**src/rtl/alu_share_ctrl.sv**
```systemverilog
//------------------------------------------------------------------------------
// alu_share_ctrl
//
// Shares one combinational 8-bit ALU between two requesters (r0, r1).
// The block runs one operation at a time:
//   1. IDLE: accepts one operation over a valid/ready handshake.
//   2. EXEC: drives the registered operands and opcode onto the ALU.
//   3. RESP: returns the captured result and flags on the winning
//      requester's response channel.
//
// Build option:
//   ALU_SHARE_FIXED_PRIO_EN - when defined, r0 always wins a tie and no
//                             round-robin pointer exists. When undefined
//                             (default), ties alternate round-robin and r0
//                             wins the first tie after reset.
//
// Parameters:
//   CNT_W          width of the completed-response counter done_cnt
//
// Ports (K = 0, 1):
//   clk, rst       rising-edge clock, synchronous active-high reset
//   rK_valid/ready request handshake (ready is combinational, IDLE only)
//   rK_a, rK_b     operands
//   rK_op          opcode (AND OR XOR INV ADD SUB INC DEC)
//   rK_rsp_valid   result available for requester K
//   rK_rsp_ready   requester K consumes the response
//   rK_res         captured result, held until the next capture for K
//   rK_flags       captured {ovf, zero, c_out}
//   alu_a/b/op     registered ALU inputs, changing only on accept
//   alu_res/c/zero/ovf  ALU outputs, sampled at the end of EXEC
//   busy           high whenever the sequencer is not idle
//   done_cnt       number of completed response handshakes (wraps)
//------------------------------------------------------------------------------
module alu_share_ctrl #(
  parameter int CNT_W = 16
) (
  input  logic             clk,
  input  logic             rst,

  input  logic             r0_valid,
  output logic             r0_ready,
  input  logic [7:0]       r0_a,
  input  logic [7:0]       r0_b,
  input  logic [2:0]       r0_op,
  output logic             r0_rsp_valid,
  input  logic             r0_rsp_ready,
  output logic [7:0]       r0_res,
  output logic [2:0]       r0_flags,

  input  logic             r1_valid,
  output logic             r1_ready,
  input  logic [7:0]       r1_a,
  input  logic [7:0]       r1_b,
  input  logic [2:0]       r1_op,
  output logic             r1_rsp_valid,
  input  logic             r1_rsp_ready,
  output logic [7:0]       r1_res,
  output logic [2:0]       r1_flags,

  output logic [7:0]       alu_a,
  output logic [7:0]       alu_b,
  output logic [2:0]       alu_op,
  input  logic [7:0]       alu_res,
  input  logic             alu_c,
  input  logic             alu_zero,
  input  logic             alu_ovf,

  output logic             busy,
  output logic [CNT_W-1:0] done_cnt
);

  typedef enum logic [1:0] {
    ST_IDLE = 2'd0,
    ST_EXEC = 2'd1,
    ST_RESP = 2'd2
  } state_t;

  // Sequencer state and transaction ownership
  state_t           state_q;
  logic             owner_q;     // requester that owns the in-flight operation
`ifndef ALU_SHARE_FIXED_PRIO_EN
  logic             last_q;      // owner of the most recent accept
`endif

  // Registered ALU operands
  logic [7:0]       alu_a_q;
  logic [7:0]       alu_b_q;
  logic [2:0]       alu_op_q;

  // Per-requester response registers
  logic             r0_rsp_valid_q;
  logic             r1_rsp_valid_q;
  logic [7:0]       r0_res_q;
  logic [7:0]       r1_res_q;
  logic [2:0]       r0_flags_q;
  logic [2:0]       r1_flags_q;

  logic             busy_q;
  logic [CNT_W-1:0] done_cnt_q;
  logic [CNT_W-1:0] done_cnt_d;

  // Combinational arbitration and handshake signals
  logic             prefer_r0_s;
  logic             grant0_s;
  logic             grant1_s;
  logic             accept_s;
  logic             rsp_hs_s;
  logic [7:0]       win_a_s;
  logic [7:0]       win_b_s;
  logic [2:0]       win_op_s;
  logic [2:0]       alu_flags_s;

`ifndef ALU_SHARE_FIXED_PRIO_EN
  // On a tie, the requester that did not win last time is preferred.
  function automatic logic rr_prefers_r0(input logic last_owner);
    return (last_owner == 1'b1);
  endfunction
`endif

  // Tie-break preference: fixed (r0) or round-robin against the last owner.
  always_comb begin
    prefer_r0_s = 1'b1;
`ifdef ALU_SHARE_FIXED_PRIO_EN
    prefer_r0_s = 1'b1;
`else
    prefer_r0_s = rr_prefers_r0(last_q);
`endif
  end

  // Grants are issued only in IDLE and are mutually exclusive by construction.
  always_comb begin
    grant0_s = 1'b0;
    grant1_s = 1'b0;
    if (state_q == ST_IDLE) begin
      grant0_s = r0_valid && (!r1_valid || prefer_r0_s);
      grant1_s = r1_valid && !grant0_s;
    end else begin
      grant0_s = 1'b0;
      grant1_s = 1'b0;
    end
  end

  // Select the winning requester's operands for loading into the ALU regs.
  always_comb begin
    win_a_s  = r0_a;
    win_b_s  = r0_b;
    win_op_s = r0_op;
    if (grant1_s) begin
      win_a_s  = r1_a;
      win_b_s  = r1_b;
      win_op_s = r1_op;
    end else begin
      win_a_s  = r0_a;
      win_b_s  = r0_b;
      win_op_s = r0_op;
    end
  end

  // Response handshake: only the owner's ready matters, and only in RESP.
  always_comb begin
    rsp_hs_s = 1'b0;
    if (state_q == ST_RESP) begin
      if (owner_q) begin
        rsp_hs_s = r1_rsp_ready;
      end else begin
        rsp_hs_s = r0_rsp_ready;
      end
    end else begin
      rsp_hs_s = 1'b0;
    end
  end

  assign accept_s    = grant0_s | grant1_s;
  assign done_cnt_d  = done_cnt_q + CNT_W'(1);
  assign alu_flags_s = {alu_ovf, alu_zero, alu_c};

  // Sequencer: accept -> execute -> respond, with all outputs registered here.
  always_ff @(posedge clk) begin
    if (rst) begin
      state_q        <= ST_IDLE;
      owner_q        <= 1'b0;
`ifndef ALU_SHARE_FIXED_PRIO_EN
      last_q         <= 1'b1;
`endif
      alu_a_q        <= 8'd0;
      alu_b_q        <= 8'd0;
      alu_op_q       <= 3'd0;
      r0_rsp_valid_q <= 1'b0;
      r1_rsp_valid_q <= 1'b0;
      r0_res_q       <= 8'd0;
      r1_res_q       <= 8'd0;
      r0_flags_q     <= 3'd0;
      r1_flags_q     <= 3'd0;
      busy_q         <= 1'b0;
      done_cnt_q     <= {CNT_W{1'b0}};
    end else begin
      case (state_q)
        ST_IDLE: begin
          if (accept_s) begin
            state_q  <= ST_EXEC;
            busy_q   <= 1'b1;
            owner_q  <= grant1_s;
`ifndef ALU_SHARE_FIXED_PRIO_EN
            last_q   <= grant1_s;
`endif
            alu_a_q  <= win_a_s;
            alu_b_q  <= win_b_s;
            alu_op_q <= win_op_s;
          end
        end

        ST_EXEC: begin
          // ALU inputs have been stable for a full cycle; capture for the owner only.
          state_q <= ST_RESP;
          if (owner_q) begin
            r1_res_q       <= alu_res;
            r1_flags_q     <= alu_flags_s;
            r1_rsp_valid_q <= 1'b1;
          end else begin
            r0_res_q       <= alu_res;
            r0_flags_q     <= alu_flags_s;
            r0_rsp_valid_q <= 1'b1;
          end
        end

        ST_RESP: begin
          // Returning to IDLE here means a waiting request is accepted next cycle.
          if (rsp_hs_s) begin
            state_q        <= ST_IDLE;
            busy_q         <= 1'b0;
            r0_rsp_valid_q <= 1'b0;
            r1_rsp_valid_q <= 1'b0;
            done_cnt_q     <= done_cnt_d;
          end
        end

        default: begin
          state_q        <= ST_IDLE;
          busy_q         <= 1'b0;
          r0_rsp_valid_q <= 1'b0;
          r1_rsp_valid_q <= 1'b0;
        end
      endcase
    end
  end

  assign r0_ready     = grant0_s;
  assign r1_ready     = grant1_s;
  assign r0_rsp_valid = r0_rsp_valid_q;
  assign r1_rsp_valid = r1_rsp_valid_q;
  assign r0_res       = r0_res_q;
  assign r1_res       = r1_res_q;
  assign r0_flags     = r0_flags_q;
  assign r1_flags     = r1_flags_q;
  assign alu_a        = alu_a_q;
  assign alu_b        = alu_b_q;
  assign alu_op       = alu_op_q;
  assign busy         = busy_q;
  assign done_cnt     = done_cnt_q;

endmodule

```
**config.mk**
```make
export PLATFORM = sky130hd
export DESIGN_NAME = alu_share_ctrl
export DESIGN_NICKNAME = d
export VERILOG_FILES = /design/src/rtl/alu_share_ctrl.sv
export SDC_FILE = /design/constraint.sdc
export NUM_CORES = 1
export LEC_CHECK = 0
export CORE_MARGIN = 2
export CORE_UTILIZATION = 52
export DETAILED_ROUTE_END_ITERATION = 10
export DONT_BUFFER_PORTS = 1
export PLACE_DENSITY_LB_ADDON = 0.08
export SYNTH_ARGS = -nofsm -noshare
export SYNTH_HDL_FRONTEND = slang
export SYNTH_SLANG_ARGS = --single-unit
export TNS_END_PERCENT = 100
```
**constraint.sdc**
```tcl
create_clock -name clk -period 1.38 [get_ports clk]
set_input_delay 0.138 -clock clk [delete_from_list [all_inputs] [get_ports clk]]
set_output_delay 0.138 -clock clk [all_outputs]
set_load 0.02 [all_outputs]
```
# After elaboration in Yosys (flattened, before gate mapping)
# Cells that the tools add are included.
# word_totals
out_inout_bits	62
regBits	64
in_bits	55
# classes
n_addsub	1
n_reduce_logical	14
n_eq_ne	6
bitwise	4
n_mux	17
# op_table
operator	count
$add A16 B1 Y16 const B	1
$mux W8	2
$reduce_and A2 Y1	5
$pmux W1 S3	3
$reduce_and A3 Y1	3
$mux W1	8
$ne A2 B2 Y1 const B	4
$pmux W2 S3	1
$mux W2	2
$mux W3	1
$not A1 Y1	3
$eq A2 B1 Y1 const B	1
$eq A2 B2 Y1 const B	1
$logic_and A1 B1 Y1	2
$logic_not A1 Y1	2
$logic_not A2 Y1	1
$logic_or A1 B1 Y1	1
$or A1 B1 Y1	1

# Longest topological paths before layout
# logic_depth
word_depth	9
mapped_depth	7

# Worst setup path after synthesis
# No wires, ideal clock.
# synth_path
path_kind	flip-flop to flip-flop
start	register done_cnt_q[0] (netlist: done_cnt[0])
end	register done_cnt_q[14] (netlist: done_cnt[14])
t_arrival_ps	1415
slack_ps	-167
path_stages_with_launch	6
path_cell_list	dfxtp_1 -> ha_1 -> nand3b_2 -> nor4_4 -> a31o_2 -> a21oi_1
# synth_between
elab_chain_len	1
# synth_lines
element	line_no	source
start: declaration	99	logic [CNT_W-1:0] done_cnt_q;
start signal: assignment	195	done_cnt_q <= {CNT_W{1'b0}};
start signal: assignment	233	done_cnt_q <= done_cnt_d;
$add A16 B1 Y16	174	assign done_cnt_d = done_cnt_q + CNT_W'(1);
# No other way between the ends.
# A chain may end at the register's enable or synchronous reset.

# Final worst setup path
# layout_path
start	register owner_q
end	register done_cnt_q[14] (netlist: done_cnt[14])
# layout_between
elab_chain_len	3
# layout_lines
element	line_no	source
start: declaration	80	logic owner_q;
start signal: assignment	202	owner_q <= grant1_s;
$mux W1	163	if (owner_q) begin
$mux W1	162	if (state_q == ST_RESP) begin
$reduce_and A2 Y1 (no line)	--	
# No other way between the ends.

==> key figures <==
Detailed routing
  – Routed vias/inst: ~5.6
  – Total wire length after detailed routing: ~6500 µm
  – Number of nets with antenna violations after detailed routing: 0
  – Remaining routing DRC violations: 0
  – TritonRoute pass-1 iters: 4
  – Total via count after detailed routing: about 2300
  – Wire per inst: between 15 and 20 µm
  – Starting DRT DRC Count: 73

Synth
  – Top cell types by occurrence after synthesis: sky130_fd_sc_hd__dfxtp_1, sky130_fd_sc_hd__nand2_1, sky130_fd_sc_hd__nor2_1, sky130_fd_sc_hd__a21oi_1, sky130_fd_sc_hd__a311oi_1
  – Top_reg_cell synth: sky130_fd_sc_hd__dfxtp_1
  – Count of cell types in the netlist: 39
  – Post-synth EDFFs: 0
  – Most used standard cell by instance count after synthesis: sky130_fd_sc_hd__dfxtp_1
  – Synth Instances: about 310
  – Share of the yosys chip area belonging to registers: 0.477
  – Mapped Avg Cell Area: ~8.6 µm²
  – Asr flop ratio synth: 0
  – Cell type with the largest total area after synthesis: sky130_fd_sc_hd__dfxtp_1
  – Share of the synthesized area in the top cell type: 0.477
  – Dominant cells by area after synthesis: sky130_fd_sc_hd__dfxtp_1, sky130_fd_sc_hd__nand2_1, sky130_fd_sc_hd__nor2_1
  – Syn_nets: 370
  – Post-synthesis sequential element count: 64
  – Cell area after technology mapping: between 2000 and 3000 µm²
  – Yosys warning count: 0

Power
  – Part of the total power dissipated in sequential elements: 0.489
  – Combinational power share: 0.151
  – Switching share of power: 0.272
  – Power per cell area: 1290 nW/µm²
  – Leakage component of the power: roughly 1.4 nW
  – Switch Pwr: 0.00122 W
  – Internal power: ~0.0033 W
  – Clock share of power: 0.361
  – Worst ir drop on vdd: roughly 0.00073 V

Worst setup path
  – Worst setup path category: register to register
  – Worst reg2reg path depth: 4
  – Slowest cell on the critical path: sky130_fd_sc_hd__nor4_4
  – Worst endpoint required time: between 1500 and 2000 ps
  – Worst path cell trace: mux2i_4 > nor4_4 > nand4_1 > a21oi_2
  – Critical path data arrival time: between 1500 and 2000 ps
  – Max Fanout on Critical Path: 5
  – Startpoint types: register
  – CP Capture Type: register
  – Maximum cell stage delay along the critical path: approximately 430 ps

Status
  – Result of the run: finished with violations
  – Violated checks: negative hold slack, negative setup slack

STA
  – Fmax: 718 MHz
  – Final Cycle Share: 1.01
  – Total count of max-transition violations in the final report: 0
  – Final setup violation count: 3
  – Worst hold slack after final layout: -115 ps
  – Clock period minus worst slack: 1390 ps
  – Largest clock skew in the final design: 8.24 ps
  – Total count of hold-check failures in the final report: 64
  – Worst setup margin: -13.3 ps
  – Unrepaired setup endpoints after global routing: yes
  – Relative slew slack: 0.740
  – Worst-margin pin slew: 388 ps

Place
  – Sum of net half-perimeters after detailed placement: 4130 µm
  – Pre-CTS WS: -42.7 ps
  – Number of buffers inserted by port buffering: 0
  – Post-place instance area: 2970 µm²
  – Routability-driven placement congestion ratio: 0.723

Floorplan
  – Number of primary I/O pins: 117
  – Standard-cell rows: 26
  – Horizontal die dimension: about 76 µm
  – Core region area: between 5000 and 6000 µm²
  – Die extent in y: roughly 76 µm
  – Die area: 5760 µm²
  – Initial Util: 0.533

CTS
  – Clock-pin slew on the worst setup and hold paths: 70 ps
  – Clock buffer count from CTS: 9
  – Clk Latency, worst-skew pair: around 320 ps
  – Max Buffers Root-to-Sink: 2
  – Clock tree from TritonCTS: built
  – TritonCTS Sinks: 64
  – Level count of the clock H-tree: 3
  – CTS Root Cell: sky130_fd_sc_hd__clkbuf_8

Global routing
  – GRT Overall Usage: 0.219
  – Residual overflow from global routing: 0
  – Largest net degree at the start of global routing: 65
  – Vias in the first global route: about 2200
  – Wire length of the first global-routing pass: slightly above 10000 µm
  – Antenna violations before repair: 0

Layout
  – Ratio of cells with drive above 1 in the final layout: 0.286
  – Post-route standard cell area excluding fillers: between 3000 and 4000 µm²
  – Nets@finish: between 400 and 500
  – Antenna fix cells: 0
  – Syn-to-layout area delta: 29.5%

Hold path
  – Worst hold path type: primary input to register
  – Worst Hold Depth: 1

Job
  – Maximum Capacitance Violations: 0
layout make-up:
type | count | area, µm²
Clock buffer | 15 | 208
Clock inverter | 1 | 5.00
Fill cell | 423 | 1560
Inverter | 5 | 18.8
Multi-Input combinational cell | 223 | 1400
Sequential cell | 64 | 1310
Tap cell | 70 | 87.6
Timing Repair Buffer | 45 | 455
path summary, 6_finish.rpt:
kind / startpoint / endpoint / slack, ps
max: owner_q / done_cnt[14] / -10
min: rst / done_cnt[14] / -110
max reg2reg: owner_q / done_cnt[14] / -10
min reg2reg: last_q / last_q / 480
power by group through the flow:
| stage | Sequential (W) | Combinational (W) | Clock (W) |
|---|---|---|---|
| 2_1_floorplan | 0.00221 | 0.000412 | 0 |
| 3_3_place_gp | 0.00224 | 0.000491 | 0 |
| 3_5_place_dp | 0.00224 | 0.000503 | 0 |
| 4_1_cts | 0.00220 | 0.000562 | 0.00165 |
| 5_1_grt | 0.00221 | 0.000746 | 0.00177 |
| 6_report | 0.00220 | 0.000678 | 0.00162 |
worst max-delay path, delay by kind of cell, from the launching register on:
kind	cells	cell delay [ps]
compound gates	1	150
simple gates	2	600
mux	1	210
flops	1	360
cells by family (layout without fill, tap and decap cells):
| family | after synthesis | count (layout) | share of synthesized area |
|---|---|---|---|
| multiplexers | 14 | 14 | 0.0586 |
| flip-flops | 64 | 64 | 0.477 |
| adder cells (fa/ha/maj) | 1 | 1 | 0.00465 |
| AO/OA/AOI/OAI | 55 | 55 | 0.135 |
| buffers and inverters | 27 | 66 | 0.0470 |
| XOR/XNOR | 8 | 8 | 0.0261 |
| AND/OR/NAND/NOR | 145 | 145 | 0.252 |
metal layers:
metal  wire, µm  global-route usage
met1       2740               0.259
met2       3250               0.362
met3        497              0.0774
met4         55              0.0945
met5          0                   0
flip-flops by register name, summed over array words and instances (netlist names), 2 cells and up:
signal,count
done_cnt,16
r1_flags,3
r1_res,8
alu_a,8
state_q,2
alu_b,8
r0_flags,3
r0_res,8
alu_op,3
stage by stage:
stage	power [W]	std cells	setup TNS, ps	hold slack, ps	util
2_1_floorplan	0.00262	314	-2.51	285	-
3_3_place_gp	0.00273	394	0	207	0.588
3_5_place_dp	0.00275	394	-137	211	0.588
4_1_cts	0.00442	416	-42.0	-135	0.654
5_1_grt	0.00473	423	-672	-146	0.691
6_report	0.00450	423	-16.3	-115	0.691
layout by cell type, fill, tap and decap left out, types with 7 or more instances in the layout:
master / n
sky130_fd_sc_hd__a21oi_1: 24
sky130_fd_sc_hd__a311oi_1: 13
sky130_fd_sc_hd__buf_4: 37
sky130_fd_sc_hd__clkbuf_8: 13
sky130_fd_sc_hd__dfxtp_1: 51
sky130_fd_sc_hd__dfxtp_2: 7
sky130_fd_sc_hd__mux2i_1: 11
sky130_fd_sc_hd__nand2_1: 54
sky130_fd_sc_hd__nand3_1: 15
sky130_fd_sc_hd__nor2_1: 47
timing repair:
| action | 4_1_cts | 5_1_grt |
|---|---|---|
| gates resized for setup | 13 | 19 |
| pin swaps | 6 | 25 |
| setup buffers | 5 | 5 |
| gates cloned | 1 | 2 |
| endpoints found under the setup margin | 6 | 50 |
| hold endpoints to repair | 64 | 64 |
No activity file was read; power rests on OpenSTA's default activity.
